$ cat src/rtl/axi_arb.sv
// axi_arb: shares one single-beat AXI master between an instruction-fetch port and a
// load/store port. Optional macro AXI_ARB_RR_EN enables round-robin read arbitration.
module axi_arb #(
    parameter logic [3:0] ID_BASE = 4'd0
) (
    input  logic        clk,
    input  logic        resetn,

    input  logic        inst_req,
    input  logic [31:0] inst_addr,
    output logic        inst_addr_ok,
    output logic        inst_valid,
    output logic [31:0] inst_rdata,

    input  logic        data_req,
    input  logic        data_wr,
    input  logic [3:0]  data_wstrb,
    input  logic [31:0] data_addr,
    input  logic [31:0] data_wdata,
    output logic        data_addr_ok,
    output logic        data_data_ok,
    output logic [31:0] data_rdata,

    output logic [3:0]  arid,
    output logic [31:0] araddr,
    output logic        arvalid,
    input  logic        arready,
    input  logic [31:0] rdata,
    input  logic        rvalid,
    output logic        rready,

    output logic [31:0] awaddr,
    output logic        awvalid,
    input  logic        awready,
    output logic [31:0] wdata,
    output logic [3:0]  wstrb,
    output logic        wvalid,
    input  logic        wready,
    input  logic        bvalid,
    output logic        bready
);

    typedef enum logic [1:0] {
        R_IDLE = 2'd0,
        R_AR   = 2'd1,
        R_R    = 2'd2
    } r_state_t;

    typedef enum logic [1:0] {
        W_IDLE = 2'd0,
        W_SEND = 2'd1,
        W_B    = 2'd2
    } w_state_t;

    localparam logic OWN_INST = 1'b0;
    localparam logic OWN_DATA = 1'b1;

    r_state_t    r_state_r;
    r_state_t    r_next_s;
    w_state_t    w_state_r;
    w_state_t    w_next_s;

    logic        owner_r;
    logic [3:0]  arid_r;
    logic [31:0] araddr_r;
    logic        arvalid_r;
    logic        rready_r;

    logic [31:0] awaddr_r;
    logic [31:0] wdata_r;
    logic [3:0]  wstrb_r;
    logic        awvalid_r;
    logic        wvalid_r;
    logic        bready_r;

    logic        inst_cand_s;
    logic        data_cand_s;
    logic        grant_s;
    logic        grant_data_s;
    logic        ar_hs_s;
    logic        r_hs_s;
    logic        b_hs_s;
    logic        aw_fin_s;
    logic        w_fin_s;
    logic        load_busy_s;
    logic        store_acc_s;
    logic        store_ok_s;

    // Loads wait for the write side to drain so a load can never overtake a store.
    assign inst_cand_s = inst_req;
    assign data_cand_s = data_req && !data_wr && (w_state_r == W_IDLE);

    assign ar_hs_s = arvalid_r && arready;
    assign r_hs_s  = rready_r && rvalid;
    assign b_hs_s  = bready_r && bvalid;

    // A store is held off while a load owns the read channel, so the two data
    // completions can never collide on data_data_ok.
    assign load_busy_s = (r_state_r != R_IDLE) && (owner_r == OWN_DATA);

`ifdef AXI_ARB_RR_EN
    logic prio_inst_r;

    // Tie-break between simultaneous candidates using the round-robin pointer.
    always_comb begin
        if (data_cand_s && inst_cand_s) begin
            grant_data_s = !prio_inst_r;
        end else begin
            grant_data_s = data_cand_s;
        end
    end

    // Round-robin pointer: the requester granted last loses the next tie.
    always_ff @(posedge clk or negedge resetn) begin
        if (!resetn) begin
            prio_inst_r <= 1'b0;
        end else if (grant_s) begin
            prio_inst_r <= grant_data_s;
        end else begin
            prio_inst_r <= prio_inst_r;
        end
    end
`else
    assign grant_data_s = data_cand_s;
`endif

    // Read FSM next-state and grant decision.
    always_comb begin
        r_next_s = r_state_r;
        grant_s  = 1'b0;
        case (r_state_r)
            R_IDLE: begin
                if (inst_cand_s || data_cand_s) begin
                    grant_s  = 1'b1;
                    r_next_s = R_AR;
                end else begin
                    r_next_s = R_IDLE;
                end
            end
            R_AR: begin
                if (ar_hs_s) begin
                    r_next_s = R_R;
                end else begin
                    r_next_s = R_AR;
                end
            end
            R_R: begin
                if (r_hs_s) begin
                    r_next_s = R_IDLE;
                end else begin
                    r_next_s = R_R;
                end
            end
            default: begin
                r_next_s = R_IDLE;
            end
        endcase
    end

    // Read FSM state, owner and AR channel registers captured at grant.
    always_ff @(posedge clk or negedge resetn) begin
        if (!resetn) begin
            r_state_r <= R_IDLE;
            owner_r   <= OWN_INST;
            arid_r    <= ID_BASE;
            araddr_r  <= 32'd0;
            arvalid_r <= 1'b0;
            rready_r  <= 1'b0;
        end else begin
            r_state_r <= r_next_s;
            if (grant_s) begin
                owner_r  <= grant_data_s;
                arid_r   <= grant_data_s ? (ID_BASE + 4'd1) : ID_BASE;
                araddr_r <= grant_data_s ? data_addr : inst_addr;
            end else begin
                owner_r  <= owner_r;
                arid_r   <= arid_r;
                araddr_r <= araddr_r;
            end
            arvalid_r <= (r_next_s == R_AR);
            rready_r  <= (r_next_s == R_R);
        end
    end

    // A channel counts as finished once its valid has dropped or it handshakes now.
    assign aw_fin_s = !awvalid_r || awready;
    assign w_fin_s  = !wvalid_r || wready;

    // Write FSM next-state, store acceptance and store address acknowledge.
    always_comb begin
        w_next_s    = w_state_r;
        store_acc_s = 1'b0;
        store_ok_s  = 1'b0;
        case (w_state_r)
            W_IDLE: begin
                if (data_req && data_wr && !load_busy_s) begin
                    store_acc_s = 1'b1;
                    w_next_s    = W_SEND;
                end else begin
                    w_next_s = W_IDLE;
                end
            end
            W_SEND: begin
                if (aw_fin_s && w_fin_s) begin
                    store_ok_s = 1'b1;
                    w_next_s   = W_B;
                end else begin
                    w_next_s = W_SEND;
                end
            end
            W_B: begin
                if (bvalid) begin
                    w_next_s = W_IDLE;
                end else begin
                    w_next_s = W_B;
                end
            end
            default: begin
                w_next_s = W_IDLE;
            end
        endcase
    end

    // Write FSM state plus AW/W/B channel registers.
    always_ff @(posedge clk or negedge resetn) begin
        if (!resetn) begin
            w_state_r <= W_IDLE;
            awaddr_r  <= 32'd0;
            wdata_r   <= 32'd0;
            wstrb_r   <= 4'd0;
            awvalid_r <= 1'b0;
            wvalid_r  <= 1'b0;
            bready_r  <= 1'b0;
        end else begin
            w_state_r <= w_next_s;
            if (store_acc_s) begin
                awaddr_r  <= data_addr;
                wdata_r   <= data_wdata;
                wstrb_r   <= data_wstrb;
                awvalid_r <= 1'b1;
                wvalid_r  <= 1'b1;
            end else begin
                awaddr_r  <= awaddr_r;
                wdata_r   <= wdata_r;
                wstrb_r   <= wstrb_r;
                awvalid_r <= awvalid_r && !awready;
                wvalid_r  <= wvalid_r && !wready;
            end
            bready_r <= (w_next_s == W_B);
        end
    end

    assign arid    = arid_r;
    assign araddr  = araddr_r;
    assign arvalid = arvalid_r;
    assign rready  = rready_r;
    assign awaddr  = awaddr_r;
    assign awvalid = awvalid_r;
    assign wdata   = wdata_r;
    assign wstrb   = wstrb_r;
    assign wvalid  = wvalid_r;
    assign bready  = bready_r;

    assign inst_addr_ok = ar_hs_s && (owner_r == OWN_INST);
    assign inst_valid   = r_hs_s && (owner_r == OWN_INST);
    assign inst_rdata   = inst_valid ? rdata : 32'd0;

    assign data_addr_ok = (ar_hs_s && (owner_r == OWN_DATA)) || store_ok_s;
    assign data_data_ok = (r_hs_s && (owner_r == OWN_DATA)) || b_hs_s;
    assign data_rdata   = (r_hs_s && (owner_r == OWN_DATA)) ? rdata : 32'd0;

endmodule

$ cat config.mk
export PLATFORM = sky130hd
export DESIGN_NAME = axi_arb
export DESIGN_NICKNAME = d
export VERILOG_FILES = /design/src/rtl/axi_arb.sv
export SDC_FILE = /design/constraint.sdc
export NUM_CORES = 1
export LEC_CHECK = 0
export CORE_AREA = 2 2 124 126
export DETAILED_ROUTE_END_ITERATION = 6
export DIE_AREA = 0 0 126 128
export PLACE_DENSITY_LB_ADDON = 0.2
export SETUP_SLACK_MARGIN = 0.15
export SYNTH_ARGS = -nofsm -noshare
export SYNTH_HDL_FRONTEND = slang
export SYNTH_SLANG_ARGS = --single-unit
$ cat constraint.sdc
create_clock -name clk -period 2.6 [get_ports clk]
set_clock_uncertainty 0.1 [all_clocks]
set_input_delay 0.78 -clock clk [delete_from_list [all_inputs] [get_ports clk]]
set_output_delay 0.78 -clock clk [all_outputs]
set_load 0.02 [all_outputs]
Word level (Yosys, flattened, before mapping)

Cells that the tools add are included.

Register bits: 114
Bits of input ports: 142
Output and inout port bits: 177
Logic and storage cells: 70

Eq/ne operators: 7
Multiplexer cells: 20
Bitwise operators: 1
Reduce and logical (&&, ||, !) cells: 29

Operators with widths:

| kind                 | count |
|---|---|
| $mux W32             | 3 |
| $logic_and A1 B1 Y1  | 15 |
| $pmux W2 S3          | 2 |
| $mux W1              | 11 |
| $eq A2 B2 Y1 const B | 4 |
| $mux W2              | 4 |
| $eq A2 B1 Y1 const B | 3 |
| $logic_not A1 Y1     | 6 |
| $logic_or A1 B1 Y1   | 5 |
| $logic_not A2 Y1     | 2 |
| $reduce_bool A2 Y1   | 1 |
| $not A1 Y1           | 1 |

Depth between registers and ports, before layout

Gate-level depths: netlist (run 1).

Word-level depth: 7
Mapped depth: 5

Worst setup path before layout (run 1)

No wires, ideal clock.

Kind: in2out
Start: input port rvalid
End: output port inst_rdata[22]
Data arrival time: 1.677 ns
Data required time: 1.720 ns
Setup slack: 0.043 ns
Stages on the path: 4
Path through: nand2_1 > nor2_1 > clkbuf_1 > and2_1

Longest elaborated chain between the ends: 3

Ends and longest elaborated chain:

| item                | RTL line | text |
|---|---|---|
| from (decl)         | 29       | `input logic rvalid,` |
| $logic_and A1 B1 Y1 | 94       | `assign r_hs_s = rready_r && rvalid;` |
| $logic_and A1 B1 Y1 | 265      | `assign inst_valid = r_hs_s && (owner_r == OWN_INST);` |
| net inst_valid      | 12       | `output logic inst_valid,` |
| $mux W32            | 266      | `assign inst_rdata = inst_valid ? rdata : 32'd0;` |
| to (decl)           | 13       | `output logic [31:0] inst_rdata,` |

The timed path passes the listed nets, and every way through them passes these cells.

Worst setup path in the final report (run 1)

Start: input port rvalid
End: output port inst_rdata[10]

Longest elaborated chain between the ends: 3

Ends and longest elaborated chain:

| item                | RTL line |
|---|---|
| $logic_and A1 B1 Y1 | 94 |
| $logic_and A1 B1 Y1 | 265 |
| $mux W32            | 266 |

No other way between the ends.

==> results of run 1 <==
through the flow:
stage | TNS, ns | utilization (%) | hold WS, ns | power, mW
after floorplan | 0 | - | 0.375 | 5.92
after global placement | -44.89 | 58.8 | 0.387 | 8.54
after detailed placement | -46.05 | 58.8 | 0.392 | 8.69
after CTS | -0.00239 | 61.2 | 0.271 | 10.3
after global routing | -0.0638 | 61.6 | 0.289 | 10.8
final | -0.0214 | 61.6 | 0.265 | 10.2
cell usage after synthesis (all sizes together):
master / n / area [sq um]
dfrtp: 110 / 2750
mux2: 68 / 766
and2: 64 / 400
nand4: 64 / 400
nand2: 41 / 154
nand3: 35 / 175
nand3b: 33 / 248
buf: 23 / 156
clkbuf: 22 / 82.6
nor2: 4 / 15.0
o21ai: 3 / 15.0
nand2b: 2 / 12.5
nand4b: 2 / 17.5
nor3b: 2 / 15.0
a21bo: 1 / 10.0
a21o: 1 / 7.51
a21oi: 1 / 5.00
a22o: 1 / 8.76
and3: 1 / 6.26
conb: 1 / 3.75
nor2b: 1 / 6.26
nor3: 1 / 5.00
nor4b: 1 / 15.0
or2: 1 / 6.26
or4b: 1 / 10.0
path summary, 6_finish.rpt:
| path | cells after the start | slack [ns] | from | to |
|---|---|---|---|---|
| setup / recovery | 9 | -0.01 | rvalid | inst_rdata[10] |
| hold / removal | 1 | 0.27 | resetn | wdata[0]$_DFFE_PN0P_ |
| setup reg to reg | 4 | 0.68 | w_state_r[1]$_DFF_PN0_ | araddr[8]$_DFFE_PN0P_ |
| hold reg to reg | 1 | 0.41 | awaddr[28]$_DFFE_PN0P_ | awaddr[28]$_DFFE_PN0P_ |
| max in group asynchronous | 2 | 1.54 | resetn | araddr[31]$_DFFE_PN0P_ |
| min in group clk | 1 | 0.41 | awaddr[28]$_DFFE_PN0P_ | awaddr[28]$_DFFE_PN0P_ |
routing by layer:
layer	track usage, %	up-vias
met1	24.8	2473
met3	7.51	32
met2	41.6	227
met4	11.0	0
li1	-	2351
met5	0	-
registers in the layout, summed over array words and instances, names as in the netlist:
register   count
araddr        32
arvalid        1
awaddr        32
awvalid        1
bready         1
owner_r        1
r_state_r      2
rready         1
w_state_r      2
wdata         32
wstrb          4
wvalid         1
cells by family (layout without fill, tap and decap cells):
| group | count (synthesis) | after routing |
|---|---|---|
| mux | 68 | 68 |
| buf+inv | 45 | 367 |
| flops | 110 | 110 |
| simple gates | 253 | 253 |
| compound gates | 7 | 7 |
| other cells | 1 | 6 |
power by group:
group	internal (mW)	total (mW)	switching (mW)	leakage [nW]
clock network	0.781	1.43	0.649	0.154
logic	2.82	5.64	2.81	2.56
registers	2.58	3.16	0.579	1.29
timing repair:
item / CTS / global route
endpoints found under the setup margin: 68 / 55
gates cloned: 2 / 1
resized for setup: 353 / 11
buffers inserted: 7 / 2
pin swaps: 9 / 1
cell type report:
cell class | instances | area [sq um]
fillers | 1253 | 5700
repair buffers | 351 | 3450
flip-flops and latches | 110 | 2750
multi-input cells | 331 | 2410
clock buffers | 10 | 239
well taps | 188 | 235
clock inverters | 6 | 66.3
diodes | 3 | 7.51
==> results, run 1 <==
- A synthesized cell averages about 11 sq um.
- The dominant combinational cell family by area after synthesis is simple AND/OR/NAND/NOR gates.
- For the finished layout, the period the worst path requires is around 2.6 ns.
- The CTS tree is done.
- Of the post-synthesis cell area, the part taken by muxes is approximately 14%.
- In this run the static leakage power is ~4.0 nW.
- The top-level I/O count is around 320.
- For the worst setup path, the data required time is ~1.7 ns.
- In the final layout, the share of cells above drive strength 1 is a little over a quarter.
- The tool flagged a number of max-cap violations equal to 0.
- The delay contributed by the slowest stage of the critical path is around 0.15 ns.
- The type of element launching the critical path is a primary input.
- The signal on the critical path passes through buf_6 > nand2_4 > nor2_4 > buf_6 > buf_12 > buf_8 > buf_6 > and2_4 > buf_6.
- Global routing used 23.2% of the available tracks across all layers.
- The largest net degree at the start of global routing is 52.
- The synthesized-area fraction occupied by xor and xnor cells is 0%.
- Among all stages on the critical path, the largest delay is contributed by sky130_fd_sc_hd__and2_4.
- The routed layout has ~5100 vias.
- The cell family contributing the most delay on the critical path is buffers and inverters.
- The root cell of the clock tree is sky130_fd_sc_hd__clkbuf_16.
- The final design area excluding fillers is 0.00916 sq mm.
- The number of DRC markers in iteration 0 is 206.
- The worst setup slack after layout is -0.0116 ns.
- Setup repair after global routing could not meet its margin everywhere.
- The depth of the CTS H-tree is 3.
- In the routed layout, each cell is associated on average with a via count of between 5 and 6.
- The number of setup violations in the final report is 2.
- The synthesis-stage register bit count is 110.
- For this run, the post-layout net count is 945.
- The max-slew violation total from the final report came to 0.
- Measured against its own limit, the worst slew margin works out to 54.1%.
- The setup path with the least slack is of type in2out.
- The type of element capturing the critical path is a primary output.
- The total congestion overflow after global routing is 0.
- The endpoint arrival time on the critical path is approximately 1.7 ns.
- The first global-routing pass estimated approximately 29000 microns of wire.
- Once the floorplan was initialized, standard cells occupied a little over a third of the core.
- The quantity of I/O buffers inserted on ports is between 300 and 400.
- The simple-gate share of the synthesized area is between 20% and 30%.
- Static timing analysis puts the maximum clock frequency at 0.383 GHz.
- The cell count after placement is 968.
- The post-synthesis adder-cell area fraction is 0%.
- The quantity of hold-fixing buffers added after cts is 0.
- Before CTS, the worst setup slack after placement is -0.731 ns.
- The compound-cell area share of the yosys netlist is less than 1%.
- The average routed wire per standard cell is 19.2 microns.
- The area growth from synthesis to layout is 73.1%.
- In the final routing, the length of wire on met1 measures between 7000 and 8000 microns.
- The initial antenna violation count came to 3.
- The detailed router used layers up to and including met4.
- For this block, the routed nets add up to about 19000 microns of wire.
- The clock input transition at the sequential cells of the worst setup and hold paths is roughly 0.070 ns.
- The routed wire length on met2 is 9820 microns.
- The sum of net half-perimeters after detailed placement is about 14000 microns.
- The peak supply drop is around 0.67 mV.
- In this run the standard cell core region covers around 0.015 sq mm.
- The run finished, with violations left.
- The number of buffer and inverter instances along the worst setup path is 6.
- The number of clock buffers inserted by TritonCTS is 9.
- The maximum fanout along the worst path is 8.
- The placed instances occupy a cell area of 0.00874 sq mm.
- The checks that failed: negative setup slack.
- Counting every sink on the clock net gives 110.
- The worst path uses 100% of the clock period.
- The die height is roughly 130 microns.
- The worst-margin pin slew is 0.688 ns.
- The final RePlAce weighted congestion is ~0.95.
- The library cell appearing most often on the critical path is sky130_fd_sc_hd__buf_6.
- The maximum clock path buffer count is 2.
- At the later pin of the worst-skew pair, clock insertion delay measures between 0.3 and 0.4 ns.
- The total of warnings raised by yosys is 0.
- The overall die width is roughly 130 microns.
- In the layout the commonest cells are 232 x sky130_fd_sc_hd__clkdlybuf4s50_1, 110 x sky130_fd_sc_hd__dfrtp_1, 68 x sky130_fd_sc_hd__mux2_2.
- The tightest min-delay check is of the in2async type.
- The sequential area share after synthesis is around 52%.
- In the detailed route, the total length drawn on met3 is approximately 1600 microns.
- The cell count after synthesis came out at roughly 480.
- In the routed design, unresolved DRC markers number 0.
- The number of global-route vias before repair was around 5400.
- The number of hold violations in the final report was 0.
- The floorplan step defined a die boundary enclosing roughly 0.016 sq mm.
- Yosys mapped the design onto 29 distinct sky130hd cell types.
- The most common cell after layout, fill and taps aside is sky130_fd_sc_hd__clkdlybuf4s50_1.
- The count of nets left with antenna violations after detail routing is 0.
- The number of standard cells in the layout, taps in and fillers out is approximately 1000.
- The first detailed-routing pass took 4 iterations.
- The total standard cell area after synthesis is roughly 0.0053 sq mm.
- The cell area power density is roughly 1100 mW/mm^2.
- The number of rows in the core area is 45.
No activity file was read; power rests on OpenSTA's default activity.
==> run 2: changes to the inputs <==
--- a/config.mk
+++ b/config.mk
@@ -5,6 +5,7 @@
 export SDC_FILE = /design/constraint.sdc
 export NUM_CORES = 1
 export LEC_CHECK = 0
+export ABC_AREA = 0
 export CORE_AREA = 2 2 124 126
 export DETAILED_ROUTE_END_ITERATION = 6
 export DIE_AREA = 0 0 126 128
==> results of run 2 <==
Final layout, timing and power as in run 1 (identical DEF).
==> run 3: changes to the inputs <==
==> constraint.sdc (replaced) <==
create_clock -name clk -period 2.6 [get_ports clk]
set_clock_uncertainty 0.1 [all_clocks]
set_input_delay 0.52 -clock clk [delete_from_list [all_inputs] [get_ports clk]]
set_output_delay 0.52 -clock clk [all_outputs]
set_load 0.02 [all_outputs]
==> run 3 against run 2 <==
Effect of this change:
- worst hold slack worse by 0.19 ns
- largest power group unchanged
- routed wire length shrank 5.2%
- the run now ends clean
- sequential cell count unchanged
- register-to-register slack worse by 0.03 ns
- non-clock buffer count is 14 lower
- highest routed layer unchanged
- clock-buffer cell count stayed put
- die area unchanged
==> results, run 3 (synthesis gave the netlist of run 1 again) <==
- The flow ran to the end, and the final reports show no timing, DRC or antenna violations.
- The number of buffer and inverter instances along the worst setup path is 2 (-4).
- The number of clock buffers inserted by TritonCTS is 9 (unchanged).
- The average routed wire per standard cell came to 18.4 microns (-3.7%).
- The sum of routed wire length over all layers is 18200 microns (-5.2%).
- The overall routing resource usage was 22.0% (-1.2 points).
- The number of hold violations in the final report was 0 (unchanged).
- The maximum fanout along the worst path is 2 (-6).
- The max-slew violation total from the final report came to 0 (unchanged).
- The worst-margin pin slew came to 0.712 ns (+0.0232 ns).
- Walking the worst path, the cells encountered are clkdlybuf4s50_1 > nand2b_1 > nand4b_1 > nand2_1 > dlygate4sd2_1.
- The worst-case reg-to-reg path depth came to 4 (unchanged).
- The minimum clock period is 2.28 ns (-0.331 ns).
- The share of post-route cells with drive strength above 1 is 22.7% (-4.8 points).
- The via count normalized by instance count is 5.11 (+0.41%).
- The number of standard cells in the layout, taps in and fillers out is 984 (-1.5%).
- The number of inserted filler cells in the final layout was 1241 (-0.96%).
- The sum of net half-perimeters after detailed placement is 13300 microns (-6.0%).
- The initial antenna violation count is 2 (-1).
- The net count of the finished layout is 931 (-1.5%).
- The largest net degree at the start of global routing came to 48 (-7.7%).
- The total clock sinks was 110 (unchanged).
- The cell count after placement was 964 (-0.41%).
- The kind of cell with the highest combined delay on the critical path is buffers and inverters.
- The number of max-cap violations is 0 (unchanged).
- The sequential standard cell area is 0.00275 sq mm (unchanged).
- The number of DRC markers in iteration 0 is 250 (+21%).
- The number of setup violations in the final report is 0 (-2).
- The total congestion overflow after global routing is 0 (unchanged).
- The library cell used most frequently in the layout, excluding fill and tap cells, is sky130_fd_sc_hd__clkdlybuf4s50_1.
- The area growth from synthesis to layout is 69.1%.
- The first-pass iteration count of the detailed router came to 4 (unchanged).
- The multi-input combinational cell area was 0.00234 sq mm (-3.1%).
- The top-level I/O count is 319 (unchanged).
- The endpoint arrival time on the critical path is 1.66 ns (-0.07 ns).
- The worst-path cell with the longest stage delay is sky130_fd_sc_hd__clkdlybuf4s50_1.
- The quantity of hold-fixing buffers added after cts is 0 (unchanged).
- The total number of vias came to 5027 (-1.1%).
- The final RePlAce weighted congestion is 1.01 (+5.9%).
- The number of remaining DRC errors was 0 (unchanged).
- The required time reported for the critical path endpoint was 1.98 ns (+0.26 ns).
- The number of global-route vias before repair came to 5205 (-4.0%).
- The initial cell density of the core is 35.6% (unchanged).
- The area of the die came to 0.0161 sq mm (unchanged).
- The root cell of the clock tree is sky130_fd_sc_hd__clkbuf_16.
- The cell area power density was 1110 mW/mm^2 (-0.58%).
- The buffers inserted during post-CTS setup optimization is 0 (-7).
- The critical path depth is 5 (-4).
- The flop-to-flop setup slack came to 0.65 ns (-0.03 ns).
- The total chip power is 9.94 mW (-2.8%).
- The die height came to 128 microns (unchanged).
- The routed wire length on met2 is 9550 microns (-2.8%).
- The first-pass GRT wire length is 28100 microns (-3.9%).
- The normalized max-slew margin is 52.6% (-1.5 points).
- The maximum clock frequency is 0.439 GHz (+15%).
- The maximum clock path buffer count came to 2 (unchanged).
- The leakage power of the design is 3.75 nW (-6.1%).
- The final core utilization is 60.2% (-1.4 points).
- The highest metal layer carrying signal wires in the routed design is met4.
- The CTS tree is done.
- The depth of the CTS H-tree is 3 (unchanged).
- The area of the core is 0.0149 sq mm (unchanged).
- The worst setup slack after layout was 0.320 ns (+0.331 ns).
- The total length of routed met3 wires is 1420 microns (-10%).
- The worst min-delay path class is in2async.
- The minimum setup slack after placement is -0.214 ns (+0.517 ns).
- The part of the cycle the worst path needs is 87.7% (-13 points).
- The quantity of I/O buffers inserted on ports is 315 (unchanged).
- The routed metal-1 wirelength is 6680 microns (-4.6%).
- The critical path is of the in2out type.
- The delay contributed by the slowest stage of the critical path is 0.45 ns (+0.30 ns).
- The number of rows in the core area came to 45 (unchanged).
- The worst setup path is captured at a primary output.
- The overall die width is 126 microns (unchanged).
- Setup repair after global routing left no endpoint under its margin.
- The worst setup path is launched from a primary input.
- The top cell types in the final layout, fill and taps aside, are 244 x sky130_fd_sc_hd__clkdlybuf4s50_1, 110 x sky130_fd_sc_hd__dfrtp_1, 68 x sky130_fd_sc_hd__mux2_2.
- The peak supply drop is 0.767 mV (+14%).
- The insertion delay to the later sink of the worst-skew pair is 0.35 ns (about the same).
- The clock input transition at the sequential cells of the worst setup and hold paths is 0.08 ns (about the same).
- The count of nets left with antenna violations after detail routing is 0 (unchanged).
-- run 3: cell types whose count changed in the layout (fill, tap and decap cells not counted), sizes merged --
| cell | before | now |
|---|---|---|
| dlymetal6s2s | 1 | 2 |
| clkbuf | 11 | 36 |
| clkdlybuf4s50 | 232 | 244 |
| dlygate4sd2 | 11 | 2 |
| buf | 105 | 29 |
| inv | 3 | 1 |
| clkdlybuf4s15 | 0 | 34 |
| diode | 3 | 2 |
| bufbuf | 1 | 0 |
| clkinv | 2 | 3 |
| bufinv | 1 | 0 |
| clkinvlp | 0 | 2 |
-- run 3: metal layers --
metal,vias to the layer above,GRT usage [%]
met2,218,40.3
li1,2329,-
met4,0,8.47
met3,22,6.93
met5,-,0
met1,2458,23.8
-- run 3: area by class of cell --
type,count,area share [%]
well taps,188,2.63
clock inverters,6,0.517
clock buffers,10,2.67
multi-input cells,331,26.1
flip-flops and latches,110,30.7
diodes,2,0.0559
repair buffers,337,37.2
-- run 3: worst reg2reg max path: cells and delay by family (launching register included) --
kind / cells / cell delay [ns]
buffers and inverters: 1 / 0.27
AND/OR/NAND/NOR: 3 / 1.00
flip-flops: 1 / 0.46
-- run 3: worst paths after layout --
kind,start,end
setup / recovery,awready,data_addr_ok
max in group asynchronous,resetn,awaddr[13]$_DFFE_PN0P_
min in group clk,awaddr[6]$_DFFE_PN0P_,awaddr[6]$_DFFE_PN0P_
setup reg to reg,w_state_r[1]$_DFF_PN0_,araddr[2]$_DFFE_PN0P_
hold reg to reg,awaddr[6]$_DFFE_PN0P_,awaddr[6]$_DFFE_PN0P_
hold / removal,resetn,wstrb[2]$_DFFE_PN0P_
-- run 3: timing repair --
action / CTS / global route
setup endpoints to repair: 67 / 66
resized for setup: 172 / 37
cloned: 0 / 2
-- run 3: metrics by stage --
stage | hold WS, ns | cell area [sq um] | setup TNS [ns]
2_1_floorplan | 0.124 | 5300 | 0
3_3_place_gp | 0.386 | 8710 | -9.19
3_5_place_dp | 0.393 | 8710 | -11.51
4_1_cts | 0.105 | 9040 | 0
5_1_grt | 0.120 | 8950 | 0
6_report | 0.0752 | 8950 | 0
-- run 3: where the power goes --
part	internal, mW	switching [mW]
Combinational	2.70	2.74
Clock	0.682	0.656
Sequential	2.58	0.578
Total	5.97	3.97
